`config.mk`:
```
export PLATFORM = sky130hd
export DESIGN_NAME = lcd_timing_drv
export DESIGN_NICKNAME = d
export VERILOG_FILES = /design/src/rtl/lcd_timing_pkg.sv /design/src/rtl/lcd_timing_cnt.sv /design/src/rtl/lcd_timing_drv.sv
export SDC_FILE = /design/constraint.sdc
export NUM_CORES = 1
export LEC_CHECK = 0
export BUFFER_PORTS_ARGS = -buffer_cell sky130_fd_sc_hd__buf_2
export CAP_MARGIN = 20
export CORE_ASPECT_RATIO = 0.8
export CORE_MARGIN = 2
export CORE_UTILIZATION = 29
export CTS_CLUSTER_DIAMETER = 200
export DETAILED_ROUTE_END_ITERATION = 16
export PLACE_DENSITY_LB_ADDON = 0.3
export SLEW_MARGIN = 20
export SYNTH_ARGS = -nofsm -noshare
export SYNTH_HDL_FRONTEND = slang
export SYNTH_SLANG_ARGS = --single-unit
```
`constraint.sdc`:
```
create_clock -name lcd_clk -period 4.61 [get_ports lcd_clk]
set_clock_uncertainty 0.2 [all_clocks]
set_input_delay 1.1525 -clock lcd_clk [delete_from_list [all_inputs] [get_ports lcd_clk]]
set_output_delay 1.1525 -clock lcd_clk [all_outputs]
set_load 0.03 [all_outputs]
```
`src/rtl/lcd_timing_pkg.sv`:
```
// Shared timing constants, total helpers and FSM state type for the LCD timing driver.
package lcd_timing_pkg;

  localparam int unsigned CNT_W = 12;

  localparam int unsigned DEF_H_SYNC   = 41;
  localparam int unsigned DEF_H_BP     = 2;
  localparam int unsigned DEF_H_ACTIVE = 480;
  localparam int unsigned DEF_H_FP     = 2;
  localparam int unsigned DEF_V_SYNC   = 10;
  localparam int unsigned DEF_V_BP     = 2;
  localparam int unsigned DEF_V_ACTIVE = 272;
  localparam int unsigned DEF_V_FP     = 2;
  localparam int unsigned DEF_DATA_W   = 16;

  // Clocks per line.
  function automatic int unsigned h_total(input int unsigned sync, input int unsigned bp,
                                          input int unsigned active, input int unsigned fp);
    return sync + bp + active + fp;
  endfunction

  // Lines per frame.
  function automatic int unsigned v_total(input int unsigned sync, input int unsigned bp,
                                          input int unsigned active, input int unsigned fp);
    return sync + bp + active + fp;
  endfunction

  typedef enum logic {
    IDLE = 1'b0,
    RUN  = 1'b1
  } lcd_state_t;

endpackage

```
`src/rtl/lcd_timing_cnt.sv`:
```
// Horizontal/vertical raster counters with sync and active-region decode.
module lcd_timing_cnt
  import lcd_timing_pkg::*;
#(
  parameter int unsigned H_SYNC   = DEF_H_SYNC,
  parameter int unsigned H_BP     = DEF_H_BP,
  parameter int unsigned H_ACTIVE = DEF_H_ACTIVE,
  parameter int unsigned H_FP     = DEF_H_FP,
  parameter int unsigned V_SYNC   = DEF_V_SYNC,
  parameter int unsigned V_BP     = DEF_V_BP,
  parameter int unsigned V_ACTIVE = DEF_V_ACTIVE,
  parameter int unsigned V_FP     = DEF_V_FP
) (
  input  logic lcd_clk,
  input  logic rst,
  input  logic en,
  output logic frame_end,
  output logic hs_int,
  output logic vs_int,
  output logic act
);

  localparam logic [CNT_W-1:0] H_LAST   = CNT_W'(h_total(H_SYNC, H_BP, H_ACTIVE, H_FP) - 1);
  localparam logic [CNT_W-1:0] V_LAST   = CNT_W'(v_total(V_SYNC, V_BP, V_ACTIVE, V_FP) - 1);
  localparam logic [CNT_W-1:0] HS_END   = CNT_W'(H_SYNC);
  localparam logic [CNT_W-1:0] VS_END   = CNT_W'(V_SYNC);
  localparam logic [CNT_W-1:0] H_ACT_LO = CNT_W'(H_SYNC + H_BP);
  localparam logic [CNT_W-1:0] H_ACT_HI = CNT_W'(H_SYNC + H_BP + H_ACTIVE);
  localparam logic [CNT_W-1:0] V_ACT_LO = CNT_W'(V_SYNC + V_BP);
  localparam logic [CNT_W-1:0] V_ACT_HI = CNT_W'(V_SYNC + V_BP + V_ACTIVE);

  logic [CNT_W-1:0] h_cnt;
  logic [CNT_W-1:0] v_cnt;
  logic             h_last;
  logic             v_last;

  assign h_last = (h_cnt == H_LAST);
  assign v_last = (v_cnt == V_LAST);

  // Counters sit at zero while disabled so the first enabled cycle is position (0,0).
  always_ff @(posedge lcd_clk) begin
    if (rst || !en) begin
      h_cnt <= '0;
      v_cnt <= '0;
    end else if (h_last) begin
      h_cnt <= '0;
      v_cnt <= v_last ? '0 : v_cnt + CNT_W'(1);
    end else begin
      h_cnt <= h_cnt + CNT_W'(1);
    end
  end

  // Region decode, forced inactive while disabled.
  always_comb begin
    frame_end = en && h_last && v_last;
    hs_int    = en && (h_cnt < HS_END);
    vs_int    = en && (v_cnt < VS_END);
    act       = en && (h_cnt >= H_ACT_LO) && (h_cnt < H_ACT_HI)
                   && (v_cnt >= V_ACT_LO) && (v_cnt < V_ACT_HI);
  end

endmodule

```
`src/rtl/lcd_timing_drv.sv`:
```
// LCD raster timing driver: frame-sync start, FIFO pixel pull, aligned HS/VS/DE/RGB outputs.
module lcd_timing_drv
  import lcd_timing_pkg::*;
#(
  parameter int unsigned H_SYNC   = DEF_H_SYNC,
  parameter int unsigned H_BP     = DEF_H_BP,
  parameter int unsigned H_ACTIVE = DEF_H_ACTIVE,
  parameter int unsigned H_FP     = DEF_H_FP,
  parameter int unsigned V_SYNC   = DEF_V_SYNC,
  parameter int unsigned V_BP     = DEF_V_BP,
  parameter int unsigned V_ACTIVE = DEF_V_ACTIVE,
  parameter int unsigned V_FP     = DEF_V_FP,
  parameter int unsigned DATA_W   = DEF_DATA_W
) (
  input  logic              lcd_clk,
  input  logic              rst,
  input  logic              lcd_framesync,
  output logic              lcd_data_requst,
  input  logic [DATA_W-1:0] fifo_rd_data,
  input  logic              fifo_empty,
  output logic              lcd_hs,
  output logic              lcd_vs,
  output logic              lcd_de,
  output logic [DATA_W-1:0] lcd_rgb,
  output logic              lcd_underflow
);

  lcd_state_t state;
  logic       run;
  logic       uf_pending;
  logic       uf_now;
  logic       frame_end;
  logic       hs_int;
  logic       vs_int;
  logic       act;

  logic       req_d;
  logic       uf_d;
  logic       hs_p0;
  logic       vs_p0;
  logic       hs_p1;
  logic       vs_p1;

  assign run    = (state == RUN);
  assign uf_now = lcd_data_requst && fifo_empty;

  lcd_timing_cnt #(
    .H_SYNC   (H_SYNC),
    .H_BP     (H_BP),
    .H_ACTIVE (H_ACTIVE),
    .H_FP     (H_FP),
    .V_SYNC   (V_SYNC),
    .V_BP     (V_BP),
    .V_ACTIVE (V_ACTIVE),
    .V_FP     (V_FP)
  ) u_cnt (
    .lcd_clk   (lcd_clk),
    .rst       (rst),
    .en        (run),
    .frame_end (frame_end),
    .hs_int    (hs_int),
    .vs_int    (vs_int),
    .act       (act)
  );

  // Run/idle control; an underflow forces a resync at frame end unless a new frame is already ready.
  always_ff @(posedge lcd_clk) begin
    if (rst) begin
      state      <= IDLE;
      uf_pending <= 1'b0;
    end else begin
      case (state)
        IDLE: begin
          if (lcd_framesync) state <= RUN;
        end
        RUN: begin
          if (uf_now) uf_pending <= 1'b1;
          if (frame_end) begin
            if (lcd_framesync) begin
              uf_pending <= 1'b0;
            end else if (uf_pending || uf_now) begin
              state      <= IDLE;
              uf_pending <= 1'b0;
            end
          end
        end
        default: state <= IDLE;
      endcase
    end
  end

  // Request stage, then two stages so every panel output lines up with the fetched pixel.
  always_ff @(posedge lcd_clk) begin
    if (rst) begin
      lcd_data_requst <= 1'b0;
      hs_p0           <= 1'b1;
      vs_p0           <= 1'b1;
      req_d           <= 1'b0;
      uf_d            <= 1'b0;
      hs_p1           <= 1'b1;
      vs_p1           <= 1'b1;
      lcd_de          <= 1'b0;
      lcd_rgb         <= '0;
      lcd_hs          <= 1'b1;
      lcd_vs          <= 1'b1;
      lcd_underflow   <= 1'b0;
    end else begin
      lcd_data_requst <= act;
      hs_p0           <= ~hs_int;
      vs_p0           <= ~vs_int;
      req_d           <= lcd_data_requst;
      uf_d            <= uf_now;
      hs_p1           <= hs_p0;
      vs_p1           <= vs_p0;
      lcd_de          <= req_d;
      lcd_rgb         <= (req_d && !uf_d) ? fifo_rd_data : '0;
      lcd_hs          <= hs_p1;
      lcd_vs          <= vs_p1;
      if (uf_now) lcd_underflow <= 1'b1;
    end
  end

endmodule

```
==> out/summary.txt <==
Outcome: finished, final reports clean
Least-Margin Pin Slew: 0.699 ns
Sw Ratio: 21.2%
Share of async-settable or async-resettable flops after synthesis: 0%
GPL Wtd Cong: 0.826
Initial antenna violation count: 0
Synth Register Bits: 53
Hold Vio Cnt, Final: 0
PwrDens: 299 nW/µm²
Maxcap violations: 0
Post-synthesis sequential area ratio: 48.9%
Vias in the first global route: 1487
Fmax: 402 MHz
Largest net degree at the start of global routing: 22
RSZ-0062 raised after global routing: false
Number of I/O port buffers: 40
Share of cells above drive strength 1: 21.7%
Area growth, synth to finish: 15.5%
Count of final setup violators: 0
Die height: 81.4 µm
Ys Warns: 0
Die width: 101 µm
Flop pwr share: 61.6%
Critical Path RT: 4.58 ns
Setup tns final: 0 ns
Post_cts resized: 0
Max clock buf depth: 2
NetSw: 0.159 mW
Postcts setup bufs: 0
Type of the worst min-delay path: reg -> reg
Setup WS pre-CTS: 1.89 ns
Worst hold stages: 1
Mean Syn Cell Area: 9.36 µm²
Final Cycle Share: 54.0%
Worst Setup End Kind: register
Cts hold-fix bufs: 0
Antenna fix cells: 0
Die area: 8200 µm²
Final instance area: 2510 µm²
Synth Flop Type: dfxtp_1
Residual DRC: 0
Clock buffer count from CTS: 5
Final wirelength: 4.20 mm
Vias: 1707
# rows: 28
Post-layout min period: 2.49 ns
Mapped Nets: 257
Post-Syn Instances: 232
Per-cell routed wire length: 11.8 µm
GRT Residual Overflow: 0
DP Wirelength: 2.99 mm
Area leader, netlist: dfxtp_1
Comb power frac: 2.6%
Worst R2R Path Depth: 4
Starting Density: 29.6%
Detailed Route Iter0 Violations: 82
R2R Path End: u_cnt.v_cnt[10]
Area post-placement: 2410 µm²
Worst setup margin: 2.12 ns
Rel. slew slack: 52.7%
Clock latency on the worst-skew pair: 0.30 ns
Tot GR Track Use: 10.7%
Worst-path clk slew: 0.09 ns
Top cells by area, synth: dfxtp_1 49%, and2_1 4.9%, nor2_1 3.5%, nand2_1 2.9%, ha_1 2.9%
P_leak: 0.951 nW
Worst reg2reg path startpoint: u_cnt.v_cnt[8]
Int Power: 0.591 mW
Synth top area share: 48.9%
Hold_sp: hs_p0
Largest fanout on the critical path: 7
Power share of the clock group: 35.8%
Root buffer cell: clkbuf_8
Fin util: 34.2%
CTS sink count: 53
Core Region: 7320 µm²
Avg Vias per Cell: 4.78
Startpoint types: register
CTS tree: yes
Post-synth EDFFs: 0
Fin nets: 291
DRT Pass-1 Iters: 4
Netlist cell types: 44
H-tree Lvls: 2
Max Slew Vio Count: 0
Worst path arrival time: 2.46 ns
Mapped Area: 2170 µm²
Hold Path End: hs_p1
Ports: 41
Max VDD drop: 0.000107 V
ANT nets after route: 0
Critical path class: reg -> reg
First-pass GRT wire length: 6.93 mm
R2R Setup Slk: 2.12 ns
cells by family (layout without fill, tap and decap cells):
kind of cell | Yosys count | after routing | share of synthesized area, %
AO/OA/AOI/OAI | 37 | 37 | 11.3
XOR/XNOR | 10 | 10 | 4.03
adder cells (fa/ha/maj) | 5 | 5 | 2.88
buffers and inverters | 20 | 55 | 4.55
flip-flops | 53 | 53 | 48.9
multiplexers | 1 | 1 | 0.519
AND/OR/NAND/NOR | 106 | 106 | 27.8
final cells by class:
| class | instances | area, µm² |
|---|---|---|
| clock buffer | 6 | 82.6 |
| clock inverter | 2 | 13.8 |
| multi-input combinational | 159 | 1010 |
| fill | 744 | 4810 |
| sequential | 53 | 1060 |
| tap | 90 | 113 |
| timing repair buffer | 40 | 200 |
| inverter | 7 | 26.3 |
metal layers:
metal	global-route usage [%]	routed length, µm
met1	14.6	2180
met2	15.7	1680
met3	3.01	273
met4	4.93	64
met5	0	0
critical path: stages, from the launching register on:
cell     delay (ns)
dfxtp_1        0.46
nor4b_1        0.62
nand4_1        0.44
o21ai_0        0.58
a21oi_1        0.07
cell usage in the layout (no fill, tap or decap), types with 2 or more instances in the layout:
cell type,n
dfxtp_1,53
buf_2,40
nor2_1,20
and2_1,17
nand2_1,17
a21oi_1,12
nand4_1,9
o31ai_1,8
nand3_1,8
inv_1,7
xnor2_1,6
clkbuf_8,6
nor2b_1,5
ha_1,5
and3_1,4
or4_1,4
nor3_1,4
o21ai_0,4
or2_2,4
xor2_1,4
nor4_1,3
nand2b_1,2
and4_1,2
a311oi_1,2
a211oi_1,2
a32oi_1,2
state kept, by name, indices dropped and copies added, names as in the netlist:
signal / count
uf_d: 1
hs_p0: 1
lcd_de: 1
req_d: 1
lcd_underflow: 1
lcd_data_requst: 1
hs_p1: 1
u_cnt.v_cnt: 12
lcd_hs: 1
run: 1
u_cnt.h_cnt: 12
lcd_rgb: 16
vs_p0: 1
uf_pending: 1
lcd_vs: 1
vs_p1: 1
stage by stage:
| step | cells | hold WS, ns | power (mW) |
|---|---|---|---|
| 5_1_grt | 357 | 0.229 | 0.782 |
| 6_report | 357 | 0.218 | 0.751 |
| 4_1_cts | 357 | 0.222 | 0.764 |
| 3_5_place_dp | 349 | 0.199 | 0.493 |
| 2_1_floorplan | 232 | 0.189 | 0.482 |
| 3_3_place_gp | 349 | 0.196 | 0.493 |
cell usage after synthesis (3+ instances only):
| library cell | instances |
|---|---|
| and3_1 | 4 |
| o21ai_0 | 4 |
| nand4_1 | 9 |
| clkbuf_1 | 5 |
| dfxtp_1 | 53 |
| or2_2 | 4 |
| xor2_1 | 4 |
| o31ai_1 | 8 |
| a21oi_1 | 12 |
| inv_1 | 7 |
| nor2b_1 | 5 |
| nor2_1 | 20 |
| nand2_1 | 17 |
| nand3_1 | 8 |
| ha_1 | 5 |
| buf_4 | 3 |
| nor3_1 | 4 |
| or4_1 | 4 |
| nor4_1 | 3 |
| and2_1 | 17 |
| xnor2_1 | 6 |
| buf_2 | 3 |
how the worst max path moves through the flow:
stage	startpoint	to	depth (start not counted)	slack, ns
6_report	u_cnt.v_cnt[8]	u_cnt.v_cnt[10]	4	2.12
5_1_grt	u_cnt.v_cnt[8]	u_cnt.v_cnt[9]	4	1.89
4_1_cts	u_cnt.v_cnt[8]	u_cnt.v_cnt[10]	4	2.17
3_5_place_dp	rst	lcd_data_requst	5	1.89
3_3_place_gp	rst	lcd_data_requst	5	1.96
2_1_floorplan	rst	u_cnt.v_cnt[3]	5	2.30
power groups by stage:
stage | logic [mW] | clock network [mW] | registers (mW)
2_1_floorplan | 0.00872 | 0 | 0.474
6_report | 0.0197 | 0.268 | 0.463
5_1_grt | 0.0227 | 0.296 | 0.463
4_1_cts | 0.0203 | 0.281 | 0.463
3_5_place_dp | 0.0201 | 0 | 0.473
3_3_place_gp | 0.0201 | 0 | 0.473
Note: power is estimated with default switching activity, not from simulation.
